## src/rtl/ex_muldiv_unit_pkg.sv

```systemverilog
`default_nettype none
// ============================================================================
// Module : ex_muldiv_unit_pkg
// Brief  : Shared RV32M mul/div constants, state encoding and operand helpers
// Rev    : 1.0
// ============================================================================
package ex_muldiv_unit_pkg;

    localparam int MD_XLEN = 32;

    localparam logic [2:0] MD_MUL    = 3'b000;
    localparam logic [2:0] MD_MULH   = 3'b001;
    localparam logic [2:0] MD_MULHSU = 3'b010;
    localparam logic [2:0] MD_MULHU  = 3'b011;
    localparam logic [2:0] MD_DIV    = 3'b100;
    localparam logic [2:0] MD_DIVU   = 3'b101;
    localparam logic [2:0] MD_REM    = 3'b110;
    localparam logic [2:0] MD_REMU   = 3'b111;

    typedef enum logic [1:0] {
        ST_IDLE = 2'd0,
        ST_CALC = 2'd1,
        ST_DONE = 2'd2
    } md_state_t;

    function automatic logic md_a_signed(input logic [2:0] f3);
        return (f3 == MD_MULH) || (f3 == MD_MULHSU) || (f3 == MD_DIV) || (f3 == MD_REM);
    endfunction

    function automatic logic md_b_signed(input logic [2:0] f3);
        return (f3 == MD_MULH) || (f3 == MD_DIV) || (f3 == MD_REM);
    endfunction

endpackage
`default_nettype wire

```

## src/rtl/ex_muldiv_unit_if.sv

```systemverilog
`default_nettype none
// ============================================================================
// Module : ex_muldiv_unit_if
// Brief  : EX-stage mul/div request/response bundle (pipeline <-> unit)
// Rev    : 1.0
// ============================================================================
interface ex_muldiv_unit_if
    import ex_muldiv_unit_pkg::*;
#(
    parameter int XLEN = MD_XLEN
);
    logic            start;
    logic            kill;
    logic [2:0]      funct3;
    logic [XLEN-1:0] a;
    logic [XLEN-1:0] b;
    logic            stall;
    logic            busy;
    logic            done;
    logic [XLEN-1:0] result;

    modport master (
        output start, kill, funct3, a, b,
        input  stall, busy, done, result
    );

    modport slave (
        input  start, kill, funct3, a, b,
        output stall, busy, done, result
    );
endinterface
`default_nettype wire

```

## src/rtl/ex_muldiv_unit_fixup.sv

```systemverilog
`default_nettype none
// ============================================================================
// Module : ex_muldiv_unit_fixup
// Brief  : Sign correction and special-case selection of the final result
// Rev    : 1.0
// ============================================================================
module ex_muldiv_unit_fixup
    import ex_muldiv_unit_pkg::*;
#(
    parameter int XLEN = MD_XLEN
) (
    input  logic [2:0]        i_funct3,
    input  logic [2*XLEN-1:0] i_acc,
    input  logic              i_neg_q,
    input  logic              i_neg_r,
    input  logic              i_div0,
    input  logic              i_ovf,
    input  logic [XLEN-1:0]   i_a,
    output logic [XLEN-1:0]   o_result
);
    logic [2*XLEN-1:0] w_prod;
    logic [XLEN-1:0]   w_quo;
    logic [XLEN-1:0]   w_rem;

    // Divide layout: remainder in the upper half, quotient in the lower half.
    assign w_prod = i_neg_q ? -i_acc : i_acc;
    assign w_quo  = i_neg_q ? -i_acc[XLEN-1:0] : i_acc[XLEN-1:0];
    assign w_rem  = i_neg_r ? -i_acc[2*XLEN-1:XLEN] : i_acc[2*XLEN-1:XLEN];

    always_comb begin
        o_result = '0;
        unique case (i_funct3)
            MD_MUL:                       o_result = w_prod[XLEN-1:0];
            MD_MULH, MD_MULHSU, MD_MULHU: o_result = w_prod[2*XLEN-1:XLEN];
            MD_DIV, MD_DIVU: begin
                if (i_div0)     o_result = '1;
                else if (i_ovf) o_result = i_a;
                else            o_result = w_quo;
            end
            MD_REM, MD_REMU: begin
                if (i_div0)     o_result = i_a;
                else if (i_ovf) o_result = '0;
                else            o_result = w_rem;
            end
            default:            o_result = '0;
        endcase
    end
endmodule
`default_nettype wire

```

## src/rtl/ex_muldiv_unit.sv

```systemverilog
`default_nettype none
// ============================================================================
// Module : ex_muldiv_unit
// Brief  : Iterative RV32M multiply/divide unit for the EX stage
// Rev    : 1.0
// ============================================================================
module ex_muldiv_unit
    import ex_muldiv_unit_pkg::*;
#(
    parameter int XLEN = MD_XLEN
) (
    input  logic             clock,
    input  logic             reset,
    ex_muldiv_unit_if.slave  io_md
);
    localparam int                CNT_W  = $clog2(XLEN);
    localparam logic [CNT_W-1:0]  C_LAST = CNT_W'(XLEN - 1);
    localparam logic [XLEN-1:0]   C_MIN  = {1'b1, {(XLEN-1){1'b0}}};

    md_state_t          r_state;
    logic [CNT_W-1:0]   r_count;
    logic [2*XLEN-1:0]  r_acc;
    logic [XLEN-1:0]    r_b;
    logic [XLEN-1:0]    r_result;
    logic [2:0]         r_funct3;
    logic               r_sa;
    logic               r_sb;
    logic               r_done;
    logic               r_busy;

    logic               w_idle;
    logic               w_sa;
    logic               w_sb;
    logic [XLEN-1:0]    w_mag_a;
    logic [XLEN-1:0]    w_mag_b;
    logic               w_div0;
    logic               w_ovf;
    logic [XLEN:0]      w_mul_sum;
    logic [2*XLEN-1:0]  w_mul_next;
    logic [2*XLEN:0]    w_div_shift;
    logic [XLEN:0]      w_div_hi;
    logic               w_div_ge;
    logic [XLEN-1:0]    w_div_diff;
    logic [2*XLEN-1:0]  w_div_next;
    logic [2*XLEN-1:0]  w_step;
    logic [2:0]         w_fx_funct3;
    logic               w_fx_neg_q;
    logic               w_fx_neg_r;
    logic [XLEN-1:0]    w_fx_result;

    // Operand decode on the live ID/EX values; only used in the accepting cycle.
    assign w_idle  = (r_state == ST_IDLE);
    assign w_sa    = md_a_signed(io_md.funct3) & io_md.a[XLEN-1];
    assign w_sb    = md_b_signed(io_md.funct3) & io_md.b[XLEN-1];
    assign w_mag_a = w_sa ? -io_md.a : io_md.a;
    assign w_mag_b = w_sb ? -io_md.b : io_md.b;
    assign w_div0  = io_md.funct3[2] & (io_md.b == '0);
    assign w_ovf   = io_md.funct3[2] & ~io_md.funct3[0] & (io_md.a == C_MIN) & (io_md.b == '1);

    // Shift-add: multiplier drains out of the low half as the product builds.
    assign w_mul_sum  = {1'b0, r_acc[2*XLEN-1:XLEN]} + (r_acc[0] ? {1'b0, r_b} : '0);
    assign w_mul_next = {w_mul_sum, r_acc[XLEN-1:1]};

    // Restoring divide: partial remainder can briefly need XLEN+1 bits.
    assign w_div_shift = {r_acc, 1'b0};
    assign w_div_hi    = w_div_shift[2*XLEN:XLEN];
    assign w_div_ge    = (w_div_hi >= {1'b0, r_b});
    assign w_div_diff  = w_div_hi[XLEN-1:0] - r_b;
    assign w_div_next  = w_div_ge ? {w_div_diff, w_div_shift[XLEN-1:1], 1'b1}
                                  : w_div_shift[2*XLEN-1:0];

    assign w_step = r_funct3[2] ? w_div_next : w_mul_next;

    assign w_fx_funct3 = w_idle ? io_md.funct3 : r_funct3;
    assign w_fx_neg_q  = w_idle ? (w_sa ^ w_sb) : (r_sa ^ r_sb);
    assign w_fx_neg_r  = w_idle ? w_sa : r_sa;

    ex_muldiv_unit_fixup #(
        .XLEN (XLEN)
    ) u_fixup (
        .i_funct3 (w_fx_funct3),
        .i_acc    (w_step),
        .i_neg_q  (w_fx_neg_q),
        .i_neg_r  (w_fx_neg_r),
        .i_div0   (w_idle & w_div0),
        .i_ovf    (w_idle & w_ovf),
        .i_a      (io_md.a),
        .o_result (w_fx_result)
    );

    always_ff @(posedge clock or posedge reset) begin
        if (reset) begin
            r_state  <= ST_IDLE;
            r_count  <= '0;
            r_acc    <= '0;
            r_b      <= '0;
            r_result <= '0;
            r_funct3 <= '0;
            r_sa     <= 1'b0;
            r_sb     <= 1'b0;
            r_done   <= 1'b0;
            r_busy   <= 1'b0;
        end else begin
            r_done <= 1'b0;
            if (io_md.kill) begin
                r_state <= ST_IDLE;
                r_count <= '0;
                r_busy  <= 1'b0;
            end else begin
                unique case (r_state)
                    ST_IDLE: begin
                        if (io_md.start) begin
                            r_funct3 <= io_md.funct3;
                            r_sa     <= w_sa;
                            r_sb     <= w_sb;
                            r_b      <= w_mag_b;
                            r_acc    <= {{XLEN{1'b0}}, w_mag_a};
                            r_count  <= '0;
                            r_busy   <= 1'b1;
                            if (w_div0 | w_ovf) begin
                                r_result <= w_fx_result;
                                r_done   <= 1'b1;
                                r_state  <= ST_DONE;
                            end else begin
                                r_state  <= ST_CALC;
                            end
                        end
                    end
                    ST_CALC: begin
                        r_acc   <= w_step;
                        r_count <= r_count + 1'b1;
                        if (r_count == C_LAST) begin
                            r_result <= w_fx_result;
                            r_done   <= 1'b1;
                            r_state  <= ST_DONE;
                        end
                    end
                    ST_DONE: begin
                        r_state <= ST_IDLE;
                        r_busy  <= 1'b0;
                    end
                    default: begin
                        r_state <= ST_IDLE;
                        r_busy  <= 1'b0;
                    end
                endcase
            end
        end
    end

    // Reset gates stall so a held start cannot freeze the pipeline during reset.
    assign io_md.stall  = io_md.start & ~r_done & ~io_md.kill & ~reset;
    assign io_md.busy   = r_busy;
    assign io_md.done   = r_done;
    assign io_md.result = r_result;

endmodule
`default_nettype wire

```

## src/flat_wrapper.sv

```systemverilog
// flat-port wrapper written by rule: the top's interface ports become plain ports
module ex_muldiv_unit_flat import ex_muldiv_unit_pkg::*;
#(
    parameter int XLEN = MD_XLEN
)
  (clock, reset, io_md_start, io_md_kill, io_md_funct3, io_md_a, io_md_b, io_md_stall, io_md_busy, io_md_done, io_md_result);
  ex_muldiv_unit_if #(.XLEN(XLEN)) io_md_i ();
  input  logic clock;
  input  logic reset;
  input wire logic [$bits(io_md_i.start)-1:0] io_md_start;
  input wire logic [$bits(io_md_i.kill)-1:0] io_md_kill;
  input wire logic [$bits(io_md_i.funct3)-1:0] io_md_funct3;
  input wire logic [$bits(io_md_i.a)-1:0] io_md_a;
  input wire logic [$bits(io_md_i.b)-1:0] io_md_b;
  output wire logic [$bits(io_md_i.stall)-1:0] io_md_stall;
  output wire logic [$bits(io_md_i.busy)-1:0] io_md_busy;
  output wire logic [$bits(io_md_i.done)-1:0] io_md_done;
  output wire logic [$bits(io_md_i.result)-1:0] io_md_result;
  assign io_md_i.start = io_md_start;
  assign io_md_i.kill = io_md_kill;
  assign io_md_i.funct3 = io_md_funct3;
  assign io_md_i.a = io_md_a;
  assign io_md_i.b = io_md_b;
  assign io_md_stall = io_md_i.stall;
  assign io_md_busy = io_md_i.busy;
  assign io_md_done = io_md_i.done;
  assign io_md_result = io_md_i.result;
  ex_muldiv_unit #(.XLEN(XLEN)) u_core (.clock(clock), .reset(reset), .io_md(io_md_i));
endmodule
```

## config.mk

```make
export PLATFORM = sky130hd
export DESIGN_NAME = ex_muldiv_unit_flat
export DESIGN_NICKNAME = d
export VERILOG_FILES = /design/src/rtl/ex_muldiv_unit_pkg.sv /design/src/rtl/ex_muldiv_unit_if.sv /design/src/rtl/ex_muldiv_unit_fixup.sv /design/src/rtl/ex_muldiv_unit.sv /design/src/flat_wrapper.sv
export SDC_FILE = /design/constraint.sdc
export NUM_CORES = 1
export LEC_CHECK = 0
export ABC_AREA = 1
export CORE_ASPECT_RATIO = 1.25
export CORE_MARGIN = 10
export CORE_UTILIZATION = 43
export DETAILED_ROUTE_END_ITERATION = 8
export PLACE_DENSITY = 0.59
export SYNTH_ARGS = -nofsm -noshare
export SYNTH_HDL_FRONTEND = slang
export SYNTH_SLANG_ARGS = --single-unit
```

## constraint.sdc

```tcl
create_clock -name clock -period 14.9 [get_ports clock]
set_clock_uncertainty 0.2 [all_clocks]
set_input_delay 2.98 -clock clock [delete_from_list [all_inputs] [get_ports clock]]
set_output_delay 2.98 -clock clock [all_outputs]
set_load 0.1 [all_outputs]
```

==> PnR_summary.wiki <==
{| class="wikitable"
! Metric !! Value
|-
| Status || complete, no violations
|-
| Number of port buffers || 105
|-
| Syn Inst Count || 3092
|-
| Yosys warns || 0
|-
| Cell type with the largest total area after synthesis || sky130_fd_sc_hd__nand2_1
|-
| First-pass GRT wire length || 118600 um
|-
| Vias in the first global route || 19660
|-
| Number of fillers in the final layout || 4421
|-
| Detailed Route Iter0 Violations || 1898
|-
| Average detailed-routed wire length per instance || 21.51 um
|-
| Number of nets in the synthesized netlist || 3236
|-
| CTS HTree Levels || 4
|-
| Post-synthesis async set-or-reset flop share || 100.0%
|-
| Register bit total from synthesis || 142
|-
| Floorplan die height || 246.4 um
|-
| Detailed Routing Iterations Pass 1 || 6
|-
| All-layer global routing usage || 31.24%
|-
| Number of distinct library cell variants in the gate-level netlist after synthesis || 54
|-
| Maximum root-to-sink buffer count || 2
|-
| Post-DR vias/cell || 5.614
|-
| Period utilization || 58.68%
|-
| Pin count of the biggest net entering global routing || 77
|-
| DIE AREA || 49560 um2
|-
| Leading post-synthesis cells by instance count || sky130_fd_sc_hd__nand2_1 (959), sky130_fd_sc_hd__inv_1 (448), sky130_fd_sc_hd__nor2_1 (287), sky130_fd_sc_hd__o21ai_0 (256), sky130_fd_sc_hd__nand3_1 (239)
|-
| # resized after CTS || 0
|-
| Worst hold-check path type || register to register
|-
| Total of endpoints with negative setup slack in the final report || 0
|-
| Overflow left after global routing || 0
|-
| Horizontal extent of the die || 201.1 um
|-
| Relative slew slack || 26.62%
|-
| Rows || 82
|-
| Core Area || 40320 um2
|-
| Worst endpoint data arrival time || 5.56 ns
|-
| Clock sinks || 142
|-
| Count of flip-flops with a built-in enable after synthesis || 0
|-
| Post-layout nets || 3287
|-
| Most used flip-flop cell after synthesis || sky130_fd_sc_hd__dfrtp_1
|-
| FF-to-FF path depth || 29
|-
| Avg Synthesized Cell Area || 5.703 um2
|-
| Most common cell in the synthesized netlist || sky130_fd_sc_hd__nand2_1
|-
| Drt total wl || 79620 um
|-
| Fraction of layout cells with a size suffix above 1 || 5.260%
|-
| Antenna violations before repair || 0
|-
| Slew Limit Fails || 0
|-
| Final Hold Viols || 0
|-
| Number of antenna repair diodes || 0
|-
| Antenna viol nets, final || 0
|-
| Final period demand of the worst path || 8.743 ns
|-
| Leading post-synthesis cells by cell area || sky130_fd_sc_hd__nand2_1 (20%), sky130_fd_sc_hd__dfrtp_1 (20%), sky130_fd_sc_hd__inv_1 (9.5%)
|-
| Weighted congestion at the end of routability-driven global placement || 1.050
|-
| Share of synthesized area occupied by flip-flops and latches || 20.15%
|-
| Type of destination of the critical path || output port
|-
| Timing-limited maximum frequency || 114.4 MHz
|-
| Total of hold buffers inserted after clock tree synthesis || 0
|-
| Post-CTS Setup Inserts || 0
|-
| CP Launch Type || primary input
|-
| Area Overhead vs Synth || 11.78%
|-
| Starting density of the core || 43.73%
|-
| Vias || 20780
|-
| Register clock-pin slew on the reported worst setup and hold paths || 0.06 ns
|-
| Synthesized cell area || 17630 um2
|-
| Category of the critical setup timing path || primary input to output port
|-
| IO Count || 106
|-
| Tightest Pin Transition || 1.097 ns
|-
| Buffer cell driving the clock tree root || sky130_fd_sc_hd__clkbuf_16
|-
| Worst Path Required || 11.72 ns
|-
| CTS tree || built
|-
| Post-detailed-route DRC marker count || 0
|-
| Largest driver fanout on the critical path || 28
|-
| Total negative slack for setup checks || 0 ns
|-
| Inserted Clock Buffers || 17
|-
| Worst Hold Depth || 2
|-
| Area share of the largest cell type after synthesis || 20.41%
|-
| Worst-skew pair later-pin latency || 0.48 ns
|-
| Count of max-cap constraint violations || 0
|-
| Unrepaired setup endpoints after global routing || false
|-
| HPWL after DPL || 63730 um
|}
-- final timing paths --
check / start / to / slack, ns
hold / removal: u_core.io_md.result[31] / u_core.io_md.result[31] / 0.28
setup reg to reg: u_core.r_b[23] / u_core.io_md.result[10] / 8.65
setup / recovery: io_md_kill / io_md_stall / 6.16
hold reg to reg: u_core.io_md.result[31] / u_core.io_md.result[31] / 0.28
min in group asynchronous: reset / u_core.r_funct3[0] / 2.87
max in group asynchronous: reset / u_core.r_b[31] / 10.23
-- area by class of cell --
cell class | count | area [um2] | share of cell area (%)
multi-input combinational | 2381 | 11880 | 60.25
clock buffer | 19 | 432.9 | 2.196
tap | 546 | 683.2 | 3.466
timing repair buffer | 139 | 1306 | 6.627
sequential | 142 | 3557 | 18.05
clock inverter | 13 | 116.4 | 0.5903
inverter | 462 | 1739 | 8.823
-- cells by family (layout without fill, tap and decap cells) --
group	Yosys count	after routing	share of synthesized area, %
compound gates	550	550	17.13
xor+xnor	75	75	3.725
fa+ha+maj	73	73	5.265
buf+inv	569	633	12.64
flops	142	142	20.15
simple gates	1683	1683	41.10
-- state kept, by name, indices dropped and copies added, names as in the netlist, 2 cells and up --
| name | count |
|---|---|
| u_core.r_acc | 64 |
| u_core.io_md.result | 32 |
| u_core.r_b | 32 |
| u_core.r_count | 5 |
| u_core.r_funct3 | 3 |
| u_core.r_state | 2 |
-- metrics by stage --
stage / worst slack, ns / hold WS, ns / area [um2] / std cells / utilization [%]
3_5_place_dp: 6.151 / 0.2642 / 19160 / 3670 / 47.52
2_1_floorplan: 5.451 / 0.2479 / 17630 / 3092 / -
4_1_cts: 6.159 / 0.2881 / 19710 / 3702 / 48.89
3_3_place_gp: 6.162 / 0.2619 / 19160 / 3670 / 47.52
5_1_grt: 6.073 / 0.3094 / 19710 / 3702 / 48.89
6_report: 6.157 / 0.2814 / 19710 / 3702 / 48.89
-- cell usage in the layout (no fill, tap or decap), types with 23 or more instances in the layout --
master / Yosys / final
sky130_fd_sc_hd__a21oi_1: 166 / 166
sky130_fd_sc_hd__buf_4: 4 / 34
sky130_fd_sc_hd__clkdlybuf4s50_1: 0 / 105
sky130_fd_sc_hd__dfrtp_1: 142 / 141
sky130_fd_sc_hd__ha_1: 71 / 71
sky130_fd_sc_hd__inv_1: 448 / 447
sky130_fd_sc_hd__nand2_1: 959 / 958
sky130_fd_sc_hd__nand2_2: 22 / 23
sky130_fd_sc_hd__nand3_1: 239 / 239
sky130_fd_sc_hd__nand4_1: 50 / 50
sky130_fd_sc_hd__nor2_1: 287 / 284
sky130_fd_sc_hd__nor2_2: 21 / 23
sky130_fd_sc_hd__nor3_1: 45 / 44
sky130_fd_sc_hd__o211ai_1: 29 / 29
sky130_fd_sc_hd__o21ai_0: 256 / 255
sky130_fd_sc_hd__o21ai_1: 30 / 30
sky130_fd_sc_hd__xor2_1: 62 / 62
-- routing by layer --
| metal | vias to the layer above | share of wire [%] | GRT usage (%) |
|---|---|---|---|
| met3 | 220 | 5.1 | 3.243 |
| met2 | 833 | 48 | 54.24 |
| li1 | 10060 | - | - |
| met1 | 9674 | 38 | 34.48 |
| met5 | - | 0 | 0 |
| met4 | 0 | 8.5 | 25.01 |
-- critical path, stage by stage --
cell,delay [ns]
sky130_fd_sc_hd__clkdlybuf4s50_1,0.94
sky130_fd_sc_hd__nor4_1,0.45
sky130_fd_sc_hd__clkdlybuf4s50_1,1.19
Power is left out: the tool's default activity adds up to more than one toggle a clock period on the data nets, which glitch-free logic cannot reach.
